**src/rtl/sync_fifo_rr_drain.sv**
```systemverilog
// sync_fifo_rr_drain: round-robin drain controller. Watches NUM_REQ sync_fifo
// instances, grants one at a time, reads up to MAX_BURST beats from the granted
// FIFO and streams them out through a 2-entry skid buffer tagged with the
// source index and an end-of-burst marker.
//
// Handshake: a beat transfers on a rising edge where m_valid && m_ready. Once
// m_valid is high, m_data/m_src/m_last hold until that transfer happens.
module sync_fifo_rr_drain #(
  parameter int NUM_REQ   = 4,
  parameter int WIDTH     = 32,
  parameter int CNT_W     = 5,
  parameter int MAX_BURST = 8,
  localparam int SRC_W    = (NUM_REQ > 1) ? $clog2(NUM_REQ) : 1,
  localparam int BL_W     = $clog2(MAX_BURST + 1)
) (
  input  logic                     clk,
  input  logic                     rst,
  input  logic [NUM_REQ-1:0]       fifo_empty,
  input  logic [NUM_REQ*CNT_W-1:0] fifo_count,
  input  logic [NUM_REQ*WIDTH-1:0] fifo_dout,
  output logic [NUM_REQ-1:0]       fifo_rden,
  output logic                     m_valid,
  output logic [WIDTH-1:0]         m_data,
  output logic [SRC_W-1:0]         m_src,
  output logic                     m_last,
  input  logic                     m_ready,
  output logic                     busy,
  output logic [1:0]               dbg_state,
  output logic [SRC_W-1:0]         dbg_rr_ptr
);

  typedef enum logic [1:0] {
    ST_IDLE  = 2'd0,
    ST_READ  = 2'd1,
    ST_DRAIN = 2'd2
  } state_t;

  state_t state_q, state_d;

  // Grant bookkeeping
  logic [SRC_W-1:0] rr_ptr_q, rr_ptr_d;
  logic [SRC_W-1:0] grant_q, grant_d;
  logic [BL_W-1:0]  burst_len_q, burst_len_d;
  logic [BL_W-1:0]  issued_q, issued_d;

  // Read issued last cycle; its data appears on fifo_dout this cycle
  logic inflight_q, inflight_d;
  logic inflight_last_q, inflight_last_d;

  // Two-entry output buffer
  logic [1:0][WIDTH-1:0] buf_data_q, buf_data_d;
  logic [1:0][SRC_W-1:0] buf_src_q, buf_src_d;
  logic [1:0]            buf_last_q, buf_last_d;
  logic                  rd_ptr_q, rd_ptr_d;
  logic                  wr_ptr_q, wr_ptr_d;
  logic [1:0]            occ_q, occ_d;

  // Unpacked views of the flat per-FIFO buses
  logic [CNT_W-1:0] cnt_arr  [NUM_REQ];
  logic [WIDTH-1:0] dout_arr [NUM_REQ];

  // Arbiter results
  logic             req_any;
  logic [SRC_W-1:0] arb_idx;
  logic [BL_W-1:0]  arb_len;
  logic [SRC_W-1:0] arb_next_ptr;

  // Read-issue and buffer control
  logic rden_go;
  logic last_rd;
  logic pop;
  logic push;
  logic head_last;

  // Slice the flat FIFO buses into per-requester arrays
  always_comb begin
    for (int i = 0; i < NUM_REQ; i++) begin
      cnt_arr[i]  = fifo_count[i*CNT_W +: CNT_W];
      dout_arr[i] = fifo_dout[i*WIDTH +: WIDTH];
    end
  end

  // Round-robin search starting at rr_ptr, plus burst length for the winner
  always_comb begin
    int               idx;
    logic [SRC_W-1:0] idx_w;
    logic [CNT_W-1:0] cnt_g;
    req_any      = 1'b0;
    arb_idx      = '0;
    idx          = 0;
    idx_w        = '0;
    for (int k = 0; k < NUM_REQ; k++) begin
      idx   = (int'(rr_ptr_q) + k) % NUM_REQ;
      idx_w = SRC_W'(idx);
      if (!req_any && !fifo_empty[idx_w]) begin
        req_any = 1'b1;
        arb_idx = idx_w;
      end
    end
    // Full-width compare so a large count never aliases into a short burst.
    // A zero count on a non-empty FIFO is clamped to one beat so the burst
    // can always terminate.
    cnt_g = cnt_arr[arb_idx];
    if (cnt_g == '0) begin
      arb_len = BL_W'(1);
    end else if (32'(cnt_g) >= 32'(MAX_BURST)) begin
      arb_len = BL_W'(MAX_BURST);
    end else begin
      arb_len = BL_W'(cnt_g);
    end
    if (arb_idx == SRC_W'(NUM_REQ - 1)) begin
      arb_next_ptr = '0;
    end else begin
      arb_next_ptr = arb_idx + SRC_W'(1);
    end
  end

  // Read issue: stay within the burst, never read an empty FIFO, and never
  // commit more beats than the output buffer can absorb
  always_comb begin
    logic [2:0] committed;
    logic [2:0] limit;
    pop       = (occ_q != 2'd0) && m_ready;
    push      = inflight_q;
    head_last = buf_last_q[rd_ptr_q];
    committed = {1'b0, occ_q} + {2'b00, inflight_q};
    limit     = 3'd2 + {2'b00, pop};
    rden_go   = (state_q == ST_READ) &&
                (issued_q < burst_len_q) &&
                !fifo_empty[grant_q] &&
                (committed < limit);
    last_rd   = rden_go && (issued_q == (burst_len_q - BL_W'(1)));
  end

  // State register
  always_ff @(posedge clk or posedge rst) begin
    if (rst) begin
      state_q <= ST_IDLE;
    end else begin
      state_q <= state_d;
    end
  end

  // Next-state logic
  always_comb begin
    state_d = state_q;
    unique case (state_q)
      ST_IDLE:  if (req_any) state_d = ST_READ;
      ST_READ:  if (last_rd) state_d = ST_DRAIN;
      ST_DRAIN: if (pop && head_last) state_d = ST_IDLE;
      default:  state_d = ST_IDLE;
    endcase
  end

  // Outputs: read strobe, head of the output buffer, status
  always_comb begin
    fifo_rden = '0;
    if (rden_go) begin
      fifo_rden[grant_q] = 1'b1;
    end
    m_valid    = (occ_q != 2'd0);
    m_data     = buf_data_q[rd_ptr_q];
    m_src      = buf_src_q[rd_ptr_q];
    m_last     = buf_last_q[rd_ptr_q];
    busy       = (state_q != ST_IDLE);
    dbg_state  = state_q;
    dbg_rr_ptr = rr_ptr_q;
  end

  // Grant and burst counters
  always_comb begin
    rr_ptr_d        = rr_ptr_q;
    grant_d         = grant_q;
    burst_len_d     = burst_len_q;
    issued_d        = issued_q;
    inflight_d      = rden_go;
    inflight_last_d = last_rd;
    if ((state_q == ST_IDLE) && req_any) begin
      grant_d     = arb_idx;
      burst_len_d = arb_len;
      rr_ptr_d    = arb_next_ptr;
      issued_d    = '0;
    end else if (rden_go) begin
      issued_d = issued_q + BL_W'(1);
    end
  end

  // Output buffer: capture the FIFO data one cycle after its read strobe;
  // a simultaneous push and pop keeps occupancy and order intact
  always_comb begin
    buf_data_d = buf_data_q;
    buf_src_d  = buf_src_q;
    buf_last_d = buf_last_q;
    wr_ptr_d   = wr_ptr_q;
    rd_ptr_d   = rd_ptr_q;
    occ_d      = occ_q;
    if (push) begin
      buf_data_d[wr_ptr_q] = dout_arr[grant_q];
      buf_src_d[wr_ptr_q]  = grant_q;
      buf_last_d[wr_ptr_q] = inflight_last_q;
      wr_ptr_d             = ~wr_ptr_q;
    end
    if (pop) begin
      rd_ptr_d = ~rd_ptr_q;
    end
    occ_d = occ_q + {1'b0, push} - {1'b0, pop};
  end

  // Datapath registers; reset abandons any burst and clears the buffer
  always_ff @(posedge clk or posedge rst) begin
    if (rst) begin
      rr_ptr_q        <= '0;
      grant_q         <= '0;
      burst_len_q     <= '0;
      issued_q        <= '0;
      inflight_q      <= 1'b0;
      inflight_last_q <= 1'b0;
      buf_data_q      <= '0;
      buf_src_q       <= '0;
      buf_last_q      <= '0;
      rd_ptr_q        <= 1'b0;
      wr_ptr_q        <= 1'b0;
      occ_q           <= 2'd0;
    end else begin
      rr_ptr_q        <= rr_ptr_d;
      grant_q         <= grant_d;
      burst_len_q     <= burst_len_d;
      issued_q        <= issued_d;
      inflight_q      <= inflight_d;
      inflight_last_q <= inflight_last_d;
      buf_data_q      <= buf_data_d;
      buf_src_q       <= buf_src_d;
      buf_last_q      <= buf_last_d;
      rd_ptr_q        <= rd_ptr_d;
      wr_ptr_q        <= wr_ptr_d;
      occ_q           <= occ_d;
    end
  end

endmodule

```
**config.mk**
```make
export PLATFORM = sky130hd
export DESIGN_NAME = sync_fifo_rr_drain
export DESIGN_NICKNAME = d
export VERILOG_FILES = /design/src/rtl/sync_fifo_rr_drain.sv
export SDC_FILE = /design/constraint.sdc
export NUM_CORES = 1
export LEC_CHECK = 0
export CAP_MARGIN = 20
export CORE_ASPECT_RATIO = 0.6
export CORE_UTILIZATION = 48
export CTS_BUF_LIST = sky130_fd_sc_hd__clkbuf_8 sky130_fd_sc_hd__clkbuf_16
export CTS_CLUSTER_DIAMETER = 50
export DETAILED_ROUTE_END_ITERATION = 6
export HOLD_SLACK_MARGIN = 0.1
export PLACE_DENSITY = 0.95
export SYNTH_ARGS = -nofsm -noshare
export SYNTH_HDL_FRONTEND = slang
export SYNTH_SLANG_ARGS = --single-unit
```
**constraint.sdc**
```tcl
create_clock -name clk -period 4.47 [get_ports clk]
set_input_delay 0.6705 -clock clk [delete_from_list [all_inputs] [get_ports clk]]
set_output_delay 0.6705 -clock clk [all_outputs]
set_load 0.1 [all_outputs]
```
==> results.ini <==
[status]
status = complete, no violations

[cts]
ctsRootBufferMaster = clkbuf_16
holdBufCountCts = 0
cts_setup_buffers = 0
clkTransAtPathRegs_ns = 0.07
cts-resized-gates = 0
htreeDepth = 3
cts.sinks = 90
cts_tree = yes
cts-buffers-inserted = 9
clock_path_buffers = 2
worstSkewPairLatency_ns = 0.33

[worst_setup_path]
cp.arrival_ns = 3.11
startpoint_type = register
critPathKind = register to output port
cp-endpoint = fifo_rden[2]
crit_fanout = 40
crit_required_ns = 3.80
worstSetupStartpoint = grant_q[1]$_DFFE_PP0P_
end_kind = output port
r2r-start = grant_q[1]$_DFFE_PP0P_
timing.rr.end = issued_q[3]$_DFFE_PP0P_
reg2reg_slack_ns = 1.93
reg2regPathDepth = 4

[grt]
grt_first_pass_wirelength_um = 20300
grt_max_degree = 52
grt_usage_pct = 24.3
antenna_found_initial = 0
grt_pass1_vias = 4096
overflow = 0

[logic_synthesis]
netlist_instances = 371
synth_adder_area_share_pct = 2.45
synthTopCellsByArea = dfrtp_1 (44%), mux2_2 (24%), mux4_2 (15%), ha_1 (2.4%), xnor2_1 (1.5%)
syn_area_mm2 = 0.00512
synth-simple-area-share_pct = 4.99
synth_ff_type = dfrtp_1
yosysTopAreaCell = dfrtp_1
ys_types = 39
async_flop_share_pct = 100
syn_avg_cell_area_um2 = 13.8
synth_edf_count = 0
synth_mux_area_share_pct = 40.5
yosysWarnings = 0
synth_top_family_by_area = multiplexers
yosys.area.top_type_share_pct = 44.0
syn_nets = 536
ys_seq_area_share_pct = 44.0
synth_xor_area_share_pct = 1.71
synth-seq-cells = 90
synth-compound-area-share_pct = 3.57

[placement]
gp_congestion = 0.835
dp_worst_setup_slack_ns = 0.797
numPortBuffers = 199
dp.cells = 687
post-dp-hpwl_um = 9950

[sta]
skew_ns = 0.00629
hold_viol = 0
finalSetupViolCount = 0
max_slew.worst_pin.slew_ns = 1.07
holdWs_ns = 0.501
period_needed_ns = 3.78
slew_violations = 0
setup_tns_ns = 0
fmax_mhz = 264
min_period_over_period_pct = 84.6
rsz0062_at_grt = false
relSlewSlack_pct = 28.5
worst_slack_ns = 0.687

[routing]
wl_met2_um = 6550
vias_per_cell = 5.55
drtIter0Drc = 177
drc = 0
wire_per_inst_um = 18.9
antenna_left = 0
wirelength_um = 13300
via_count = 3902
dr.pass1.iters = 5
dr.max_layer_used = met4
wl_met1_um = 5540
met3_length_um = 1000

[floorplan]
core_area_mm2 = 0.0101
die_height_um = 82.0
fp.dieArea_mm2 = 0.0111
die_w_um = 135
row_count = 28
ios = 200
initial_core_util_pct = 50.7

[hold_path]
hold_path_class = register to register
hold_depth = 1

[final_layout]
drive_gt1_share_pct = 31.9
antenna_cells = 0
fin_cells = 703
layout.nets = 728
area_delta_synth_final_pct = 46.9

[job]
drv_cap = 0

stage by stage:
stage	cell area, um^2	util, %
floorplan	5130	-
global placement	7240	71.7
detailed placement	7240	71.7
CTS	7510	74.5
global route	7510	74.5
finish	7510	74.5
cells by family (layout without fill, tap and decap cells):
group	count (synthesis)	count (layout)
flops	90	90
compound gates	26	26
fa+ha+maj	10	10
simple gates	50	50
buf+inv	35	232
xor+xnor	10	10
mux	150	150
cell usage in the layout, fill, tap and decap left out, types with 2 or more instances in the layout:
| master | count |
|---|---|
| a21oi_1 | 5 |
| inv_6 | 3 |
| nor3b_2 | 2 |
| nor3_1 | 3 |
| mux4_2 | 33 |
| nor2_1 | 14 |
| o31ai_1 | 3 |
| ha_1 | 10 |
| a222oi_1 | 2 |
| inv_1 | 13 |
| or4_1 | 3 |
| clkdlybuf4s50_1 | 195 |
| nand2_1 | 12 |
| o21ai_0 | 7 |
| mux2_2 | 107 |
| o31ai_2 | 2 |
| dfrtp_2 | 3 |
| dfrtp_1 | 87 |
| clkbuf_16 | 9 |
| buf_4 | 8 |
| or2_2 | 2 |
| clkinv_2 | 2 |
| mux2_4 | 2 |
| mux2i_1 | 7 |
| xnor2_1 | 9 |
| clkinv_4 | 2 |
| o21a_1 | 4 |
sequential cells by signal, summed over array words and instances, names as in the netlist, 2 cells and up:
register     cells
dbg_rr_ptr       2
buf_data_q      64
buf_last_q       2
occ_q            2
grant_q          2
burst_len_q      4
issued_q         4
dbg_state        2
buf_src_q        4
synth_stat cells, drive strengths merged, types with 3 or more instances:
cell type / count
buf: 11
o31ai: 5
nor3: 4
mux4: 34
ha: 10
mux2i: 7
o21ai: 7
clkbuf: 11
nor2: 14
nor3b: 3
nand2: 13
o21a: 4
mux2: 109
a21oi: 5
or4: 3
xnor2: 9
inv: 13
dfrtp: 90
layer usage:
| metal | up-vias | GRT usage [%] |
|---|---|---|
| met5 | - | 0 |
| met3 | 15 | 5.25 |
| li1 | 1770 | - |
| met2 | 175 | 43.2 |
| met4 | 0 | 6.74 |
| met1 | 1942 | 30.3 |
critical path, cell delays in order, from the launching register on:
cell and delay (ns):
dfrtp_2 0.99, mux4_2 0.43, nand3b_1 0.34, or2_2 0.45, nor3b_2 0.24, buf_4 0.33
how the worst min path moves through the flow:
stage                                    start                          to  slack, ns
floorplan                 wr_ptr_q$_DFFE_PP0P_        wr_ptr_q$_DFFE_PP0P_       0.46
global placement     inflight_last_q$_DFF_PP0_   buf_last_q[1]$_DFFE_PP0P_       0.48
detailed placement  buf_data_q[41]$_DFFE_PP0P_  buf_data_q[41]$_DFFE_PP0P_       0.49
CTS                 buf_data_q[41]$_DFFE_PP0P_  buf_data_q[41]$_DFFE_PP0P_       0.51
global route          buf_src_q[0]$_DFFE_PP0P_    buf_src_q[0]$_DFFE_PP0P_       0.52
finish              buf_data_q[40]$_DFFE_PP0P_  buf_data_q[40]$_DFFE_PP0P_       0.50
cell type report:
type	instances	area, um^2
Clock buffer	9	225
Clock inverter	7	52.6
Fill cell	634	2570
Inverter	13	50.0
Multi-Input combinational cell	246	2750
Sequential cell	90	2260
Tap cell	135	169
Timing Repair Buffer	203	2010
Power is left out: the tool's default activity adds up to more than one toggle a clock period on the data nets, which glitch-free logic cannot reach.
